File: src/rtl/riscv_run_ctrl.sv
// riscv_run_ctrl: loads instruction memory, then runs/steps/halts a CPU core via reset and clock enable
module riscv_run_ctrl #(
  parameter int unsigned IMEM_WORDS = 512,
  parameter logic [31:0] EBREAK     = 32'h00100073
) (
  input  logic        clk,
  input  logic        reset,
  input  logic        ld_valid,
  output logic        ld_ready,
  input  logic [31:0] ld_data,
  input  logic        start,
  input  logic        step_mode,
  input  logic        step,
  input  logic [31:0] cycle_limit,
  input  logic [31:0] instr,
  output logic        imem_we,
  output logic [31:0] imem_addr,
  output logic [31:0] imem_wdata,
  output logic        cpu_reset,
  output logic        cpu_en,
  output logic        halted,
  output logic [1:0]  halt_cause,
  output logic [31:0] cycle_cnt
);
  typedef enum logic [1:0] {IDLE, LOAD, RUN, HALT} state_t;
  state_t      r_state, w_next;
  logic [31:0] r_ld_ptr, r_cycle_cnt;
  logic [1:0]  r_halt_cause;
  logic        w_load, w_run, w_en_c, w_ebreak, w_limit;
  assign w_load   = (r_state == IDLE) || (r_state == LOAD);
  assign w_run    = (r_state == RUN);
  assign w_en_c   = step_mode ? step : 1'b1;
  assign w_ebreak = w_run && w_en_c && (instr == EBREAK);
  assign w_limit  = w_run && w_en_c && (cycle_limit != 32'd0) && (r_cycle_cnt == cycle_limit);
  // next state and outputs; reset gates outputs so they are safe while it is held
  always_comb begin
    w_next     = r_state;
    ld_ready   = !reset && w_load && !start && (r_ld_ptr < IMEM_WORDS);
    imem_we    = ld_valid && ld_ready;
    imem_addr  = r_ld_ptr << 2;
    imem_wdata = ld_data;
    cpu_reset  = reset || w_load;
    cpu_en     = !reset && w_en_c && w_run && !w_ebreak && !w_limit;
    halted     = (r_state == HALT);
    halt_cause = r_halt_cause;
    cycle_cnt  = r_cycle_cnt;
    case (r_state)
      IDLE:    w_next = start ? RUN : (imem_we ? LOAD : IDLE);
      LOAD:    w_next = start ? RUN : LOAD;
      RUN:     w_next = (w_ebreak || w_limit) ? HALT : RUN;
      default: w_next = start ? IDLE : HALT;
    endcase
  end
  // state register
  always_ff @(posedge clk or posedge reset) begin
    if (reset) r_state <= IDLE;
    else       r_state <= w_next;
  end
  // load pointer, cycle counter and halt cause
  always_ff @(posedge clk or posedge reset) begin
    if (reset) begin
      r_ld_ptr     <= '0;
      r_cycle_cnt  <= '0;
      r_halt_cause <= 2'b00;
    end else begin
      if (imem_we) r_ld_ptr <= r_ld_ptr + 32'd1;
      else if (r_state == HALT && start) r_ld_ptr <= '0;
      if (w_load && start) begin
        r_cycle_cnt  <= '0;
        r_halt_cause <= 2'b00;
      end else if (w_ebreak) r_halt_cause <= 2'b01;
      else if (w_limit) r_halt_cause <= 2'b10;
      else if (cpu_en) r_cycle_cnt <= r_cycle_cnt + 32'd1;
    end
  end
endmodule

File: config.mk
export PLATFORM = sky130hd
export DESIGN_NAME = riscv_run_ctrl
export DESIGN_NICKNAME = d
export VERILOG_FILES = /design/src/rtl/riscv_run_ctrl.sv
export SDC_FILE = /design/constraint.sdc
export NUM_CORES = 1
export LEC_CHECK = 0
export ABC_AREA = 1
export CORE_ASPECT_RATIO = 1.25
export CORE_MARGIN = 2
export CORE_UTILIZATION = 45
export DETAILED_ROUTE_END_ITERATION = 6
export PLACE_DENSITY = 0.82
export RECOVER_POWER = 50
export SYNTH_ARGS = -nofsm -noshare
export SYNTH_HDL_FRONTEND = slang
export SYNTH_SLANG_ARGS = --single-unit
export TNS_END_PERCENT = 20
File: constraint.sdc
create_clock -name clk -period 3.8 [get_ports clk]
set_input_delay 0.76 -clock clk [delete_from_list [all_inputs] [get_ports clk]]
set_output_delay 0.76 -clock clk [all_outputs]
set_load 0.02 [all_outputs]
==> summary.md, run 1 <==
| Metric | Value |
|---|---|
| Status | finished with violations |
| Failing checks | max-capacitance violations, max-slew violations |
| Detailed Route WL | approximately 15000 µm |
| Worst-path fanout max | 2 |
| Gr ovfl total | 0 |
| Skew final | 0.00836 ns |
| Final hold violations | 0 |
| Number of vias per cell | 5.01 |
| #FFs+latches synth | 68 |
| Mapped Avg Cell Area | 6.41 µm² |
| Clock transition at the registers of the reported paths | approximately 0.060 ns |
| Post-CTS Resized | 0 |
| CTS buffer count | 9 |
| Mapped Area | approximately 5400 µm² |
| Dpl hpwl | 11900 µm |
| Port Buffer Count | around 140 |
| Synth Instances | about 850 |
| Commonest non-fill, non-tap cell in the layout | nand2_1 |
| H-tree Lvls | 3 |
| Initial DRT Pass Iterations | 5 |
| CP required | between 3 and 4 ns |
| Critical path class | primary input to output port |
| First-pass GRT wire length | roughly 24000 µm |
| Initial core utilization | 46.4% |
| Area contributors post-synth | dfrtp_1 (31%), nand2_1 (18%), nor2_1 (9.1%), buf_4 (8.9%), inv_1 (7.6%) |
| Routed length per instance | 14.2 µm |
| Yosys cell types | 27 |
| Die ar. | between 10000 and 15000 µm² |
| Worst vdd ir | between 0.15 and 0.2 mV |
| P&R area growth vs syn | 25.0% |
| Worst Hold Class | register to register |
| Max cap viols | 1 |
| Crit path launch type | primary input |
| Shortest period the worst path allows | 3.57 ns |
| Reg2reg path depth | 8 |
| Antenna viol nets, final | 0 |
| Slew Viols, Final | 44 |
| Worst Max-Slew Pin Slew | between 2 and 2.5 ns |
| Dominant cell type by area after synthesis | dfrtp_1 |
| Area share of the largest cell type after synthesis | between 30% and 40% |
| NumNets Final | between 1000 and 1500 |
| Clk buf depth | 2 |
| Core Area | about 12000 µm² |
| Placed cell area | 6470 µm² |
| Power per Cell Area | between 300 and 400 nW/µm² |
| Initial antenna violation count | 0 |
| Die Ht | between 100 and 150 µm |
| Largest net degree at the start of global routing | 65 |
| Fin crit share | ~94% |
| Layout cell share with drive strength beyond 1 | under 10% |
| Crit end category | output port |
| Setup tns final | 0 ns |
| Fmax | around 0.28 GHz |
| Setup bufs post-CTS | 0 |
| Leakage power figure | about 3.3 nW |
| CTS tree | done |
| Most frequent cells in the layout | nand2_1 (253), clkdlybuf4s50_1 (136), nor2_1 (132) |
| Yosys warnings | 0 |
| CTS sink count | 68 |
| Final setup viols | 0 |
| GRT Total Usage | 23.8% |
| Drt drc | 0 |
| Design area | a little under 7000 µm² |
| IO Pins | about 210 |
| Post-synthesis sequential area ratio | around a third |
| Routed vias | about 5400 |
| Hold Buf Count CTS | 0 |
| RSZ-0062 raised after global routing | no |
| Gpl congestion | a little over 0.9 |
| Antenna Cells | 0 |
| Root Buffer | clkbuf_16 |
| FP Rows | 44 |
| Worst Hold Path Cells | 2 |
| Vias in the first global route | slightly above 5000 |
| Critical Path AT | roughly 2.8 ns |
| Slew margin rel. | -53.6% |
| Die width | around 100 µm |
| DRT iter0 DRCs | 282 |
| Clk_lat worst skew | 0.34 ns |
==> report_power, final <==
part | internal, W | switching (W) | leakage (nW)
clock network | 0.000520 | 0.000352 | 0.145
logic | 0.000261 | 0.000403 | 2.23
registers | 0.000772 | 0.0000760 | 0.939
total | 0.00155 | 0.000831 | 3.31
==> synth_stat cells <==
library cell    n
clkbuf_1        7
nor3_1          6
conb_1          1
ha_1            2
o22ai_1         3
a21oi_1         5
xor2_1         20
nor2_1        132
nor4_1          3
nand2_1       253
o21ai_0         5
inv_2           2
nand3b_1        1
and2_1          7
buf_4          64
buf_2           7
nand3_1        66
dfrtp_1        68
nand4_1        42
nor2_2          3
nand2_4         1
inv_1         110
nor3b_1         1
xnor2_1        28
buf_6           3
buf_1           4
nand3_2         1
==> registers in the layout (all words and copies together), names as in the netlist <==
signal,cells
cycle_cnt,32
r_ld_ptr,32
halt_cause,2
r_state,2
==> cells by family (layout without fill, tap and decap cells) <==
kind of cell    count (synthesis)  after routing  synth area share [%]
compound gates                 13             13                  1.27
flops                          68             68                  31.4
simple gates                  516            516                  40.4
other cells                     1              2                0.0692
buf+inv                       197            273                  18.7
fa+ha+maj                       2              2                 0.462
xor+xnor                       48             48                  7.76
==> cell type report <==
cell class                      instances  area (µm²)
Fill cell                            1144        4900
Timing Repair Buffer                  145        1430
Tap cell                              161         201
Multi-Input combinational cell        581        2710
Clock buffer                            9         225
Sequential cell                        68        1700
Clock inverter                          7        82.6
Inverter                              112         422
==> critical path, cell delays in order <==
cell             delay (ns)
clkdlybuf4s50_1        0.45
xnor2_1                0.35
nand2_1                0.13
nor2_1                 0.12
nand2_1                0.06
nor2_1                 0.14
nand3_2                0.14
nand2_4                0.10
inv_1                  0.04
clkdlybuf4s50_1        0.52
==> path summary, 6_finish.rpt <==
kind | start | to | slack, ns
max | cycle_limit[13] | cpu_en | 0.23
min | r_ld_ptr[30] | r_ld_ptr[30] | 0.47
max reg2reg | cycle_cnt[0] | cycle_cnt[16] | 1.62
min reg2reg | r_ld_ptr[30] | r_ld_ptr[30] | 0.47
max in group asynchronous | reset | r_ld_ptr[12] | 0.68
min in group asynchronous | reset | halt_cause[1] | 1.03
==> metal layers <==
metal	GRT usage (%)	wire, µm	vias to the layer above
met3	3.91	889	45
met5	0	0	-
met1	27.5	6100	2477
met2	42.5	7850	213
li1	-	-	2696
met4	10.7	563	0
==> through the flow <==
stage / total power [W] / std cells / utilization [%] / hold WS [ns] / setup WS [ns]
after floorplan: 0.00132 / 846 / - / 0.437 / 0.552
after global placement: 0.00151 / 1067 / 55.4 / 0.450 / 0.318
after detailed placement: 0.00152 / 1067 / 55.4 / 0.455 / 0.291
after CTS: 0.00240 / 1083 / 58.1 / 0.471 / 0.287
after global routing: 0.00250 / 1083 / 58.0 / 0.500 / 0.131
final: 0.00238 / 1083 / 58.0 / 0.472 / 0.230
Power figures use the tool's default switching activity.
==> run 2: changes to the inputs <==
--- a/config.mk
+++ b/config.mk
@@ -9,6 +9,7 @@
 export CORE_ASPECT_RATIO = 1.25
 export CORE_MARGIN = 2
 export CORE_UTILIZATION = 45
+export CTS_CLUSTER_SIZE = 20
 export DETAILED_ROUTE_END_ITERATION = 6
 export PLACE_DENSITY = 0.82
 export RECOVER_POWER = 50
==> results of run 2 <==
Final layout, timing and power as in run 1 (identical DEF).
==> run 3: changes to the inputs <==
--- a/config.mk
+++ b/config.mk
@@ -6,9 +6,11 @@
 export NUM_CORES = 1
 export LEC_CHECK = 0
 export ABC_AREA = 1
+export ABC_CLOCK_PERIOD_IN_PS = 3800
 export CORE_ASPECT_RATIO = 1.25
 export CORE_MARGIN = 2
 export CORE_UTILIZATION = 45
+export CTS_CLUSTER_DIAMETER = 200
 export CTS_CLUSTER_SIZE = 20
 export DETAILED_ROUTE_END_ITERATION = 6
 export PLACE_DENSITY = 0.82
==> results of run 3 <==
Final layout, timing and power as in run 1 (identical DEF).
